`src/rtl/xnor_lane_seq.sv`:
```
// Bit-serial two-operand logic lane.
// A frame loads WIDTH bits of A and B (LSB first), evaluates one bitwise gate
// chosen by the mode latched at start, then shifts the WIDTH-bit result out
// LSB first with y_valid, followed by a one-cycle done pulse.
// Optional feature: define XNOR_LANE_POPCOUNT_EN to add the 'ones' output,
// the population count of the last evaluated result.
module xnor_lane_seq #(
  parameter int unsigned WIDTH = 8
) (
  input  logic                           clk,
  input  logic                           reset,
  input  logic                           start,
  input  logic [1:0]                     mode,
  input  logic                           a_in,
  input  logic                           b_in,
  output logic                           y_out,
  output logic                           y_valid,
  output logic                           busy,
`ifdef XNOR_LANE_POPCOUNT_EN
  output logic                           done,
  output logic [$clog2(WIDTH+1)-1:0]     ones
`else
  output logic                           done
`endif
);

  localparam int unsigned CntW = $clog2(WIDTH);
  localparam logic [CntW-1:0] LastBit = CntW'(WIDTH - 1);

  typedef enum logic [1:0] {
    StIdle  = 2'd0,
    StLoad  = 2'd1,
    StEval  = 2'd2,
    StShift = 2'd3
  } state_e;

  // Gate encodings as seen on the mode input.
  localparam logic [1:0] ModeXnor = 2'b00;
  localparam logic [1:0] ModeXor  = 2'b01;
  localparam logic [1:0] ModeAnd  = 2'b10;
  localparam logic [1:0] ModeOr   = 2'b11;

  state_e            state_q, state_d;
  logic [CntW-1:0]   cnt_q, cnt_d;
  logic [1:0]        mode_q, mode_d;
  logic [WIDTH-1:0]  a_q, a_d;
  logic [WIDTH-1:0]  b_q, b_d;
  logic [WIDTH-1:0]  res_q, res_d;
  logic              done_q, done_d;
  logic [WIDTH-1:0]  op_res;

  // Bitwise gate on the fully loaded operands, selected by the latched mode.
  always_comb begin
    op_res = '0;
    unique case (mode_q)
      ModeXnor: op_res = ~(a_q ^ b_q);
      ModeXor:  op_res = a_q ^ b_q;
      ModeAnd:  op_res = a_q & b_q;
      ModeOr:   op_res = a_q | b_q;
      default:  op_res = '0;
    endcase
  end

  // Next-state logic: frame sequencing, operand capture and result shifting.
  always_comb begin
    state_d = state_q;
    cnt_d   = cnt_q;
    mode_d  = mode_q;
    a_d     = a_q;
    b_d     = b_q;
    res_d   = res_q;
    done_d  = 1'b0;
    unique case (state_q)
      StIdle: begin
        // Also taken in the done cycle, so back-to-back frames need no gap.
        if (start) begin
          mode_d  = mode;
          cnt_d   = '0;
          state_d = StLoad;
        end
      end
      StLoad: begin
        // Shift in from the top so bit k ends up at index k after WIDTH samples.
        a_d = {a_in, a_q[WIDTH-1:1]};
        b_d = {b_in, b_q[WIDTH-1:1]};
        if (cnt_q == LastBit) begin
          cnt_d   = '0;
          state_d = StEval;
        end else begin
          cnt_d = cnt_q + 1'b1;
        end
      end
      StEval: begin
        res_d   = op_res;
        state_d = StShift;
      end
      StShift: begin
        // res_q[0] is on y_out this cycle; expose the next bit for the next one.
        res_d = {1'b0, res_q[WIDTH-1:1]};
        if (cnt_q == LastBit) begin
          cnt_d   = '0;
          done_d  = 1'b1;
          state_d = StIdle;
        end else begin
          cnt_d = cnt_q + 1'b1;
        end
      end
      default: begin
        cnt_d   = '0;
        state_d = StIdle;
      end
    endcase
  end

  // State registers; reset discards any frame in flight.
  always_ff @(posedge clk or posedge reset) begin
    if (reset) begin
      state_q <= StIdle;
      cnt_q   <= '0;
      mode_q  <= 2'b00;
      a_q     <= '0;
      b_q     <= '0;
      res_q   <= '0;
      done_q  <= 1'b0;
    end else begin
      state_q <= state_d;
      cnt_q   <= cnt_d;
      mode_q  <= mode_d;
      a_q     <= a_d;
      b_q     <= b_d;
      res_q   <= res_d;
      done_q  <= done_d;
    end
  end

  // Outputs are decoded from registered state only.
  always_comb begin
    busy    = (state_q != StIdle);
    y_valid = (state_q == StShift);
    y_out   = y_valid & res_q[0];
    done    = done_q;
  end

`ifdef XNOR_LANE_POPCOUNT_EN
  localparam int unsigned OnesW = $clog2(WIDTH + 1);

  logic [OnesW-1:0] ones_q, ones_d;
  logic [OnesW-1:0] pop_cnt;

  // Population count of the gate result, captured together with it in EVAL.
  always_comb begin
    pop_cnt = '0;
    for (int unsigned i = 0; i < WIDTH; i++) begin
      pop_cnt = pop_cnt + OnesW'(op_res[i]);
    end
    ones_d = ones_q;
    if (state_q == StEval) begin
      ones_d = pop_cnt;
    end
  end

  // Count register holds until the next EVAL or reset.
  always_ff @(posedge clk or posedge reset) begin
    if (reset) begin
      ones_q <= '0;
    end else begin
      ones_q <= ones_d;
    end
  end

  assign ones = ones_q;
`endif

endmodule
```
`config.mk`:
```
export PLATFORM = sky130hd
export DESIGN_NAME = xnor_lane_seq
export DESIGN_NICKNAME = d
export VERILOG_FILES = /design/src/rtl/xnor_lane_seq.sv
export SDC_FILE = /design/constraint.sdc
export NUM_CORES = 1
export LEC_CHECK = 0
export BUFFER_PORTS_ARGS = -buffer_cell sky130_fd_sc_hd__clkbuf_2
export CAP_MARGIN = 10
export CORE_MARGIN = 1
export CORE_UTILIZATION = 50
export CTS_CLUSTER_DIAMETER = 60
export DETAILED_ROUTE_END_ITERATION = 12
export PLACE_DENSITY = 0.77
export SLEW_MARGIN = 10
export SYNTH_ARGS = -nofsm -noshare
export SYNTH_HDL_FRONTEND = slang
export SYNTH_SLANG_ARGS = --single-unit
```
`constraint.sdc`:
```
create_clock -name clk -period 3.1 [get_ports clk]
set_clock_uncertainty 0.05 [all_clocks]
set_input_delay 0.465 -clock clk [delete_from_list [all_inputs] [get_ports clk]]
set_output_delay 0.465 -clock clk [all_outputs]
set_load 0.005 [all_outputs]
```
# Word-level counts from Yosys, hierarchy flattened
# Cells that the tools add are included.
# totals
regBits,32
inputBits,7
output_inout_bits,4
word_cells,43
# op_classes
n_addsub,1
eq_ne,10
mux,11
bitwise_logic,5
reduce_logical,9
# ops
op,count
8-bit case mux with 4 select lines,1
8-bit case mux with 2 select lines,1
8-bit bitwise AND,1
"2-bit == test, second input constant",4
8-bit inverter,1
8-bit bitwise OR,1
2-bit case mux with 4 select lines,1
8-bit XOR,1
2-bit 2-to-1 mux,3
3-bit 2-to-1 mux,2
3-bit case mux with 2 select lines,1
2-bit nonzero test,3
"2-bit by 1-bit == test with 1-bit output, second input constant",2
2-bit zero test,2
"2-bit inequality test, second input constant",2
2-bit AND reduction,2
"3-bit by 1-bit adder with 3-bit output, second input constant",1
"3-bit == test, second input constant",1
3-bit AND reduction,1
1-bit 2-to-1 mux,2
"2-bit by 1-bit inequality test with 1-bit output, second input constant",1
2-bit OR reduction,1
1-bit bitwise AND,1

# Logic depth before layout (Yosys ltp)
# depth
depth_word,4
ltp_mapped,6
ltp_nobuf,6

# Worst setup path before layout
# No wires, ideal clock.
# synth_timing
path_kind,flip-flop to output port
from,register state_q[0]
to,output y_out
arrival_time_ps,1164
required_time_ps,2585
slack_ps,1421
path_stages_with_launch,5
n_path_buf,2
path_cell_list,dfrtp_1 -> ha_1 -> buf_2 -> clkbuf_1 -> and2_1
# synth_between
elab_chain_cells,2
# synth_lines
item,line,source
from (decl),43,"state_e state_q, state_d;"
from (signal assigned),118,state_q <= StIdle;
from (signal assigned),126,state_q <= state_d;
2-bit == test,139,y_valid = (state_q == StShift);
named net y_valid,17,"output logic y_valid,"
1-bit bitwise AND,140,y_out = y_valid & res_q[0];
to (decl),16,"output logic y_out,"
# The timed path passes the listed nets, and every way through them passes these cells.

# Final worst setup path
# layout_timing
from,register state_q[1]
to,output y_out
# layout_between
elab_chain_cells,2
# layout_lines
item,line
2-bit == test,139
1-bit bitwise AND,140
# No other way between the ends.

==> out/summary.txt <==
row count -> 21
FMAX -> 472 MHz
CP max FO -> 18
crit path from -> state_q[1]$_DFFE_PP0P_
status -> complete, no violations
first-pass GRT wire length -> 5260 um
Cell Area, Synth -> 1890 um2
CP Buf/Inv Count -> 1
Core ar. -> 3470 um2
die width -> 63.6 um
Startpoint Class -> flip-flop
clock latency on the worst-skew pair -> 0.29 ns
I/O pin total -> 11
Slew Limit Fails -> 0
Clk pin slew, worst setup/hold paths -> 0.07 ns
wire per inst -> 11.0 um
Die Footprint -> 4040 um2
Nets -> 242
Synth top cells by count -> 32 x dfrtp_1, 22 x ha_1, 22 x inv_1, 18 x o21ai_0, 17 x nand2_1
TritonCTS clock tree -> built
die height -> 63.6 um
Max Root-Sink Buffers -> 2
count of cell types in the netlist -> 35
Vias -> 1307
R2R Setup Slk -> 1.27 ns
DRT Pass-1 Iters -> 4
vias in the first global route -> 1244
Power Dens Cells -> 1060 nW/um2
Reg-to-Reg End -> res_q[3]$_DFFE_PP0P_
final cycle utilization of the critical path -> 0.684
drt drc -> 0
Tot GR Track Use -> 0.168
WP data required -> 2.58 ns
GP Congestion -> 0.746
Final min period -> 2.12 ns
cts bufs inserted -> 5
WS Path Type -> flip-flop to primary output
Post-Syn Nets -> 234
Crit path max-delay family -> adder cells
top-count cell post-synth -> dfrtp_1
TritonCTS Sinks -> 32
synthesized flop and latch total -> 32
initial antenna violation count -> 0
# diodes -> 0
setup violators final -> 0
grt total ovfl -> 0
top post-synthesis cells by area -> dfrtp_1 42%, ha_1 15%, o21ai_0 4.8%, inv_1 4.4%, a21oi_1 4.0%
Worst R2R Start -> state_q[1]$_DFFE_PP0P_
Mapped Cells -> 205
CP endpoint -> y_out
final core utilization -> 0.589
Port Buffer Count -> 10
Routed WL -> 2870 um
effective utilization at floorplan -> 0.546
Via density -> 5.03
sequential area share after synthesis -> 0.423
maximum vdd drop -> 0.414 mV
largest net degree at the start of global routing -> 33
Worst slew margin -> 0.488
P_leak -> 0.975 nW
HP Class -> primary input to asynchronous set/reset pin
slowest stage cell, crit path -> ha_1
Post-DP HPWL -> 2110 um
Fill cells -> 312
crit end category -> primary output
Max-Cap Viols -> 0
hold buffers post-CTS -> 0
top_reg_cell synth -> dfrtp_1
Crit path depth -> 3
Syn-to-layout area delta -> 7.93%
multi-input logic area -> 947 um2
H-tree Lvls -> 2
post-CTS setup buffer count -> 0
clk root buf -> clkbuf_8
DRT iter0 DRCs -> 67
synth warn -> 0
EDFF count, synth -> 0
Sum Neg Setup Slack -> 0 ns
post-cts sizing count -> 0
critical-path cell list -> ha_1, and2_1, clkbuf_2
unrepaired setup endpoints after global routing -> no
final count of hold timing violations -> 0
ANT nets after route -> 0
top cell type's share of synthesized area -> 0.423
dominant cell type by area after synthesis -> dfrtp_1
actual slew at the worst max-slew pin -> 0.768 ns
delay of the slowest critical-path stage -> 0.58 ns
async set-reset flop share out of synthesis -> 1.00
Sequential Area -> 801 um2
Avg Inst Size Synth -> 9.24 um2
R2R depth -> 4
arrival time worst endpoint -> 1.60 ns
layout cell share with drive strength beyond 1 -> 0.131
## power by group
| group | internal, mW | switching, mW |
|---|---|---|
| sequential | 0.606 | 0.194 |
| combinational | 0.491 | 0.557 |
| clock | 0.156 | 0.159 |
| total | 1.25 | 0.911 |
## worst register-to-register path: cells and delay by family, from the launching register on
kind,cells,cell delay (ns)
fa+ha+maj,1,0.58
flops,1,0.41
compound gates,2,0.35
simple gates,1,0.32
## placed cells by master (no fill, tap or decap), types with 2 or more instances in the layout
| cell | netlist | layout |
|---|---|---|
| o21ai_1 | 8 | 8 |
| mux2i_1 | 2 | 2 |
| nor2b_1 | 12 | 12 |
| nand2b_1 | 3 | 3 |
| nor3b_1 | 3 | 3 |
| nor2_1 | 11 | 11 |
| nand2_1 | 17 | 17 |
| clkbuf_8 | 0 | 5 |
| a21oi_1 | 15 | 15 |
| o21ai_0 | 18 | 18 |
| buf_4 | 2 | 2 |
| dfrtp_1 | 32 | 32 |
| inv_1 | 22 | 22 |
| nor3_1 | 6 | 6 |
| ha_1 | 22 | 22 |
| clkbuf_2 | 0 | 10 |
| clkinv_2 | 0 | 2 |
| and2_1 | 2 | 2 |
| mux2_2 | 2 | 2 |
| a22oi_1 | 4 | 4 |
## sequential cells by signal, indices dropped and copies added (netlist names)
register,flops
state_q,2
b_q,8
cnt_q,3
a_q,8
done,1
mode_q,2
res_q,8
## through the flow
step	instance area, um2	hold WS, ns	instances	setup WS, ns	total power, mW
floorplan	1890	0.411	205	1.42	1.68
global placement	1960	0.430	252	1.33	1.83
detailed placement	1960	0.432	252	1.26	1.87
CTS	2040	0.190	260	0.961	2.18
global route	2040	0.226	260	0.831	2.39
finish	2040	0.177	260	0.981	2.16
## layout make-up
class,count,share of cell area
Multi-Input combinational cell,139,0.463
Clock buffer,5,0.0337
Tap cell,46,0.0282
Sequential cell,32,0.392
Timing Repair Buffer,12,0.0318
Inverter,23,0.0422
Clock inverter,3,0.00918
## kinds of logic after synthesis
kind of cell,synth area share
mux,0.0304
flops,0.423
compound gates,0.168
buf+inv,0.0773
fa+ha+maj,0.145
simple gates,0.157
## how the worst min path moves through the flow
stage	startpoint	to	cells after the start
2_1_floorplan	res_q[5]$_DFFE_PP0P_	res_q[4]$_DFFE_PP0P_	2
3_3_place_gp	res_q[6]$_DFFE_PP0P_	res_q[5]$_DFFE_PP0P_	2
3_5_place_dp	res_q[6]$_DFFE_PP0P_	res_q[5]$_DFFE_PP0P_	2
4_1_cts	reset	b_q[6]$_DFFE_PP0N_	3
5_1_grt	reset	a_q[6]$_DFFE_PP0N_	3
6_report	reset	a_q[6]$_DFFE_PP0N_	3
## routing by layer
metal / GRT usage / wire (um) / vias to the layer above / share of wire
met1: 0.219 / 1510 / 589 / 0.52
met4: 0.0767 / 60 / 0 / 0.021
met5: 0 / 0 / - / 0
li1: - / - / 699 / -
met2: 0.258 / 1230 / 12 / 0.43
met3: 0.0435 / 73 / 7 / 0.025
Power figures use the tool's default switching activity.
